File: config.mk
export PLATFORM = sky130hd
export DESIGN_NAME = absorb_sequencer
export DESIGN_NICKNAME = d
export VERILOG_FILES = /design/src/rtl/absorb_sequencer.sv
export SDC_FILE = /design/constraint.sdc
export NUM_CORES = 1
export LEC_CHECK = 0
export ABC_AREA = 1
export ABC_CLOCK_PERIOD_IN_PS = 3820
export CAP_MARGIN = 20
export CORE_ASPECT_RATIO = 1.5
export CORE_MARGIN = 2
export CORE_UTILIZATION = 46
export DETAILED_ROUTE_END_ITERATION = 7
export GPL_TIMING_DRIVEN = 1
export PLACE_DENSITY = 0.95
export SYNTH_ARGS = -nofsm -noshare
export SYNTH_HDL_FRONTEND = slang
export SYNTH_SLANG_ARGS = --single-unit
File: constraint.sdc
create_clock -name clk -period 3.82 [get_ports clk]
set_input_delay 0.764 -clock clk [delete_from_list [all_inputs] [get_ports clk]]
set_output_delay 0.764 -clock clk [all_outputs]
set_load 0.02 [all_outputs]
File: src/rtl/absorb_sequencer.sv
// absorb_sequencer
//   Control stage ahead of the SHAKE padding generator. Forwards message words
//   with their per-word padding controls, appends padding-only words to close
//   the final rate block, and flags block boundaries for the permutation stage.
//
// Ports:
//   clk, rst                 clock, synchronous active-high reset
//   start, mode, msg_len     begin message (IDLE only); mode 0=SHAKE128, 1=SHAKE256
//   din, din_valid/ready     message words, valid bytes packed from bits 63:56 down
//   dout, dout_valid/ready   word to padder data_in
//   perm_busy                permutation running; stalls all transfers
//   remaining_valid_bytes    valid bytes in current word (0..8)
//   padding_enable           padding applies to current word
//   last_word_in_block       current word closes the rate block
//   padding_reset            clears the padder first-pad latch (high in IDLE)
//   block_end, msg_done      one-cycle pulses qualified by the dout transfer
//   busy                     sequencer not idle
//   block_count (opt)        blocks completed in current message, saturating;
//                            present only when ABSORB_BLOCK_COUNT_EN is defined
module absorb_sequencer #(
    parameter int unsigned LEN_WIDTH     = 32,
    parameter int unsigned RATE128_WORDS = 21,
    parameter int unsigned RATE256_WORDS = 17,
    parameter int unsigned W             = 64,
    localparam int unsigned BW           = $clog2(W / 8)
) (
    input  logic                 clk,
    input  logic                 rst,
    input  logic                 start,
    input  logic                 mode,
    input  logic [LEN_WIDTH-1:0] msg_len,
    input  logic [W-1:0]         din,
    input  logic                 din_valid,
    output logic                 din_ready,
    output logic [W-1:0]         dout,
    output logic                 dout_valid,
    input  logic                 dout_ready,
    input  logic                 perm_busy,
    output logic [BW:0]          remaining_valid_bytes,
    output logic                 padding_enable,
    output logic                 last_word_in_block,
    output logic                 padding_reset,
    output logic                 block_end,
    output logic                 msg_done,
    output logic                 busy
`ifdef ABSORB_BLOCK_COUNT_EN
    ,
    output logic [15:0]          block_count
`endif
);

    typedef enum logic [1:0] {IDLE, MSG, PAD} state_t;

    state_t               state, state_nxt;
    logic [LEN_WIDTH-1:0] bytes_left;
    logic [4:0]           word_idx;
    logic                 mode_q;

    logic [4:0]           rate_m1;
    logic                 is_last;
    logic                 short_word;
    logic                 xfer;

    assign rate_m1    = mode_q ? 5'(RATE256_WORDS - 1) : 5'(RATE128_WORDS - 1);
    assign is_last    = (word_idx == rate_m1);
    assign short_word = (bytes_left < LEN_WIDTH'(W / 8));
    assign xfer       = dout_valid && dout_ready;

    always_comb begin
        state_nxt             = state;
        dout                  = '0;
        dout_valid            = 1'b0;
        din_ready             = 1'b0;
        remaining_valid_bytes = '0;
        padding_enable        = 1'b0;
        last_word_in_block    = 1'b0;
        padding_reset         = 1'b1;
        block_end             = 1'b0;
        msg_done              = 1'b0;
        busy                  = 1'b0;
        case (state)
            IDLE: begin
                if (start)
                    state_nxt = (msg_len != '0) ? MSG : PAD;
            end
            MSG: begin
                busy                  = 1'b1;
                padding_reset         = 1'b0;
                dout                  = din;
                dout_valid            = din_valid && !perm_busy;
                din_ready             = dout_ready && !perm_busy;
                remaining_valid_bytes = short_word ? bytes_left[BW:0] : (BW+1)'(W / 8);
                padding_enable        = short_word;
                last_word_in_block    = is_last;
                if (xfer) begin
                    block_end = is_last;
                    if (short_word) begin
                        // Short word closing a block carries the whole padding.
                        msg_done  = is_last;
                        state_nxt = is_last ? IDLE : PAD;
                    end else if (bytes_left == LEN_WIDTH'(W / 8)) begin
                        // Exact word boundary: padding still needs its own word(s).
                        state_nxt = PAD;
                    end
                end
            end
            PAD: begin
                busy               = 1'b1;
                padding_reset      = 1'b0;
                dout_valid         = !perm_busy;
                padding_enable     = 1'b1;
                last_word_in_block = is_last;
                if (xfer) begin
                    block_end = is_last;
                    msg_done  = is_last;
                    if (is_last)
                        state_nxt = IDLE;
                end
            end
            default: state_nxt = IDLE;
        endcase
    end

    always_ff @(posedge clk) begin
        if (rst) begin
            state      <= IDLE;
            bytes_left <= '0;
            word_idx   <= '0;
            mode_q     <= 1'b0;
        end else begin
            state <= state_nxt;
            if (state == IDLE && start) begin
                bytes_left <= msg_len;
                mode_q     <= mode;
                word_idx   <= '0;
            end
            if (xfer) begin
                word_idx <= is_last ? 5'd0 : word_idx + 5'd1;
                if (state == MSG)
                    bytes_left <= bytes_left - LEN_WIDTH'(remaining_valid_bytes);
            end
        end
    end

`ifdef ABSORB_BLOCK_COUNT_EN
    always_ff @(posedge clk) begin
        if (rst)
            block_count <= '0;
        else if (state == IDLE && start)
            block_count <= '0;
        else if (block_end && block_count != '1)
            block_count <= block_count + 16'd1;
    end
`endif

endmodule

# Word-level counts from Yosys, hierarchy flattened
# Index checks and enable logic that the tools add are counted.
[op_classes]
n_addsub = 2
magnitude_cmp = 1
eq_ne = 9
muxes = 30
reduce_logical = 10
[ops]
columns = ["op", "count"]
rows = [
  ["two-way mux 32 bit", 3],
  ["two-way mux 64 bit", 1],
  ["equality test 32 x 4 -> 1 bit (second input constant)", 1],
  ["less-than comparator 32 x 4 -> 1 bit (second input constant)", 1],
  ["nonzero test 32 bit", 1],
  ["subtractor 32 x 4 -> 32 bit", 1],
  ["two-way mux 2 bit", 8],
  ["two-way mux 5 bit", 3],
  ["two-way mux 1 bit", 8],
  ["two-way mux 4 bit", 2],
  ["inequality test 2 bit (second input constant)", 4],
  ["case mux 1 bit (2 select lines)", 3],
  ["case mux 2 bit (3 select lines)", 1],
  ["adder 5 x 1 -> 5 bit (second input constant)", 1],
  ["equality test 5 bit", 1],
  ["AND reduction 5 bit", 1],
  ["logical AND 1 bit", 4],
  ["two-way mux 3 bit", 1],
  ["inequality test 3 bit (second input constant)", 1],
  ["equality test 2 x 1 -> 1 bit (second input constant)", 1],
  ["equality test 2 bit (second input constant)", 1],
  ["logical NOT 2 bit", 1],
  ["nonzero test 2 bit", 1],
  ["OR reduction 2 bit", 1],
  ["logical NOT 1 bit", 1],
]
[totals]
reg_bits = 40
input_bits = 103
out_inout_bits = 76
word_cells = 56

# Logic depth before layout (Yosys ltp)
[depth]
depth_word = 6
depth_mapped = 22

# Worst setup path after synthesis
# Ideal clock, no wire load.
[synth_timing]
path_kind = "register to register"
from = "register bytes_left[19]"
to = "register bytes_left[30]"
setup_ns = 0.109
t_arrival_ns = 2.816
t_required_ns = 3.711
setup_slack_ns = 0.895
stages_incl_launch_ff = 23
n_path_buf = 0
synth_period_minus_slack_ns = 2.925
path_cell_list = "dfxtp_1 > inv_1 > nand2_2 > nor2_4 > nand2_1 > nor2_2 > nand2_1 > inv_2 > nand2_2 > nor2_1 > ha_1 > inv_1 > fa_1 > nand2_1 > nand2_1 > o21ai_2 > nand3b_1 > nor2_1 > nand2_1 > nand2_1 > nand3_1 > nand2_1 > inv_1"
[synth_via]
elab_chain_len = 6
[synth_lines]
columns = ["item", "line", "source"]
rows = [
  ["start, declared", "55", "logic [LEN_WIDTH-1:0] bytes_left;"],
  ["start signal, assigned", "133", "bytes_left <= msg_len;"],
  ["start signal, assigned", "140", "bytes_left <= bytes_left - LEN_WIDTH'(remaining_valid_bytes);"],
  ["less-than comparator 32 x 4 -> 1 bit", "66", "assign short_word = (bytes_left < LEN_WIDTH'(W / 8));"],
  ["two-way mux 4 bit", "92", "remaining_valid_bytes = short_word ? bytes_left[BW:0] : (BW+1)'(W / 8);"],
  ["two-way mux 4 bit", "81", "case (state)"],
  ["named net remaining_valid_bytes[0]", "39", "output logic [BW:0] remaining_valid_bytes,"],
  ["subtractor 32 x 4 -> 32 bit", "140", ""],
  ["two-way mux 32 bit", "139", "if (state == MSG)"],
  ["two-way mux 32 bit", "137", "if (xfer) begin"],
]
# The timed path passes the listed nets, and every way through them passes these cells.
# A chain may end at the register's enable or synchronous reset.

# Worst setup path after layout
[layout_timing]
from = "input port perm_busy"
to = "output port msg_done"
[layout_via]
elab_chain_len = 6
[layout_lines]
columns = ["item", "line", "source"]
rows = [
  ["start, declared", "38", "input logic perm_busy,"],
  ["logical NOT 1 bit *", "90, 110", ""],
  ["logical AND 1 bit", "90", "dout_valid = din_valid && !perm_busy;"],
  ["case mux 1 bit (2 select lines) *", "81", ""],
  ["logical AND 1 bit *", "67", "assign xfer = dout_valid && dout_ready;"],
  ["two-way mux 1 bit, on equally long branches", "113, 95", ""],
  ["case mux 1 bit (2 select lines) *", "81", ""],
  ["end, declared", "44", "output logic msg_done,"],
]
# Every way passes the cells marked *; elsewhere a longest branch is shown, timed or not.

==> summary.md <==
| Metric | Value |
|---|---|
| Largest net degree at the start of global routing | `60` |
| Number of distinct library cells after synthesis | `35` |
| H-tree levels | `2` |
| Clock Latency Late Sink | `0.29 ns` |
| Gr usage total | `31.8%` |
| Clock skew | `0.00688 ns` |
| # rows | `41` |
| Die area | `9170 um^2` |
| Placed Cells | `976` |
| LEAKAGE | `0.00304 uW` |
| Root Driver | `clkbuf_16` |
| Peak VDD IR | `0.000300 V` |
| Hold slack | `0.475 ns` |
| Core area | `8310 um^2` |
| First-pass GRT wire length | `22300 um` |
| Worst Path Required | `3.06 ns` |
| Status | `complete, no violations` |
| Min cycle time layout | `3.27 ns` |
| Slew headroom | `46.5%` |
| Synth top area share | `20.8%` |
| CP Max Fanout | `5` |
| Maxcap violations | `0` |
| First DRT Iteration DRCs | `438` |
| Critical Path AT | `2.51 ns` |
| Via count of the first global-routing pass | `4750` |
| Nets | `989` |
| #FFs+latches synth | `40` |
| GPL Wtd Cong | `1.05` |
| Port Buffers | `178` |
| Critical path class | `in -> out` |
| Max Root-Sink Buffers | `2` |
| Max Clk Rate | `306 MHz` |
| Post-CTS Setup Bufs | `0` |
| Chip Width | `78.8 um` |
| Detailed Route WL | `14600 um` |
| Area leader, netlist | `nand2_1` |
| Area delta synth->final | `50.3%` |
| Iteration count of the initial detailed-routing pass | `5` |
| Critical path endpoint category | `primary output` |
| Post-CTS sizing | `0` |
| Warnings from Yosys | `0` |
| Vias per cell | `5.11` |
| Min-delay worst type | `reg -> reg` |
| Post-DRT Antenna Nets | `0` |
| TNS Setup | `0 ns` |
| Starting Density | `46.5%` |
| HPWL after DPL | `11700 um` |
| Mapped Cells | `714` |
| N_diodes | `0` |
| Unrepaired setup endpoints after global routing | `no` |
| Period utilization | `85.6%` |
| CTS buffer count | `5` |
| Final Power | `3070 uW` |
| Synth Area per Inst | `5.41 um^2` |
| Max Slew Vio Count | `0` |
| Hold Vio Cnt, Final | `0` |
| Worst-Margin Slew | `0.802 ns` |
| Fraction of layout cells with a size suffix above 1 | `4.45%` |
| Clock sinks | `40` |
| Hold buffer count at cts | `0` |
| Seq/Total Area, Yosys | `20.7%` |
| Routed vias | `5023` |
| Per-cell routed wire length | `14.9 um` |
| CTS tree | `built` |
| Remaining Overflow, GRT | `0` |
| Synthesized cell area | `3860 um^2` |
| Initial antenna violation count | `0` |
| Fill cells | `737` |
| Fin cells | `983` |
| Mapped Nets | `827` |
| Setup violators final | `0` |
| # DRC | `0` |
| Die span in y | `116 um` |
| PD cells | `529 nW/um^2` |
| Io pins | `179` |
| CTS clk-pin slew, worst paths | `0.06 ns` |
| Critical Path Start Type | `input port` |
| Main area contributors after synthesis | `nand2_1, dfxtp_1, inv_1` |
## worst paths after layout
check                                               start                   endpoint  slack, ns  cells after the start
worst max register to register  bytes_left[11]$_SDFF_PP0_  bytes_left[30]$_SDFF_PP0_       0.59                     22
worst min-delay path                  mode_q$_SDFFE_PP0P_        mode_q$_SDFFE_PP0P_       0.47                      2
worst max-delay path                            perm_busy                   msg_done       0.55                      6
worst min register to register        mode_q$_SDFFE_PP0P_        mode_q$_SDFFE_PP0P_       0.47                      2
## critical path: stages
cell	delay, ns
clkdlybuf4s50_1	0.45
nor2_2	0.16
nand3_4	0.15
nor2_4	0.15
a21boi_1	0.20
clkdlybuf4s50_1	0.64
## per-layer routing
metal	vias up	wire (um)	global-route usage, %
met5	-	0	0
met4	0	797	17.5
met3	56	1340	5.26
met2	297	7260	58.0
met1	2180	5240	35.0
li1	2490	-	-
## cells in the final DEF (no fill, tap or decap), types with 2 or more instances in the layout
cell type | netlist | layout
clkbuf_16 | 0 | 5
nor3_2 | 2 | 2
xor2_1 | 5 | 5
nor2_1 | 85 | 85
a211oi_1 | 3 | 3
buf_4 | 2 | 4
dfxtp_1 | 40 | 40
clkdlybuf4s50_1 | 0 | 178
o211ai_1 | 2 | 2
nand2_1 | 214 | 214
o21ai_1 | 10 | 10
nand3_1 | 51 | 51
nor3_1 | 4 | 4
nor2_4 | 4 | 4
nand2_2 | 4 | 4
clkbuf_8 | 0 | 2
a21oi_1 | 30 | 30
inv_1 | 150 | 150
nand4_1 | 7 | 7
inv_2 | 3 | 3
nor2_2 | 9 | 9
ha_1 | 9 | 8
o21ai_0 | 33 | 33
a31oi_1 | 12 | 12
## power by group
group | switching (uW) | internal [uW] | total (uW)
logic | 1290 | 747 | 2040
clock network | 178 | 275 | 452
registers | 74.6 | 507 | 582
total | 1540 | 1530 | 3070
## layout make-up
type / count / area (um^2) / share of cell area, %
well taps: 107 / 134 / 2.30
clock buffers: 7 / 153 / 2.63
flip-flops and latches: 40 / 801 / 13.8
repair buffers: 182 / 1810 / 31.2
multi-input cells: 493 / 2330 / 40.1
inverters: 154 / 581 / 9.99
## flip-flops by register name, indices dropped and copies added, names as in the netlist
name and flops:
mode_q 1, bytes_left 32, state 2, word_idx 5
## cells by family after synthesis
group / after synthesis / synth area share [%]
simple gates: 385 / 42.7
buf+inv: 181 / 19.0
compound gates: 92 / 12.8
flops: 40 / 20.7
fa+ha+maj: 10 / 3.43
xor+xnor: 6 / 1.36
## synthesized netlist by cell type (all sizes together)
library cell / instances
nor3: 6
a21oi: 30
nand3b: 1
dfxtp: 40
nand3: 53
buf: 15
a211oi: 3
nand2: 218
o211ai: 2
a21boi: 1
and2: 1
fa: 1
ha: 9
o21ai: 44
xnor2: 1
nand4: 7
nor2: 99
a31oi: 12
clkbuf: 12
xor2: 5
inv: 154
## stage by stage
step           util (%)  setup WS (ns)  area (um^2)
2_1_floorplan         -          0.895         3860
3_3_place_gp       68.1          0.556         5660
3_5_place_dp       68.1          0.545         5660
4_1_cts            69.9          0.546         5810
5_1_grt            69.9          0.272         5810
6_report           69.9          0.549         5810
Power figures use the tool's default switching activity.
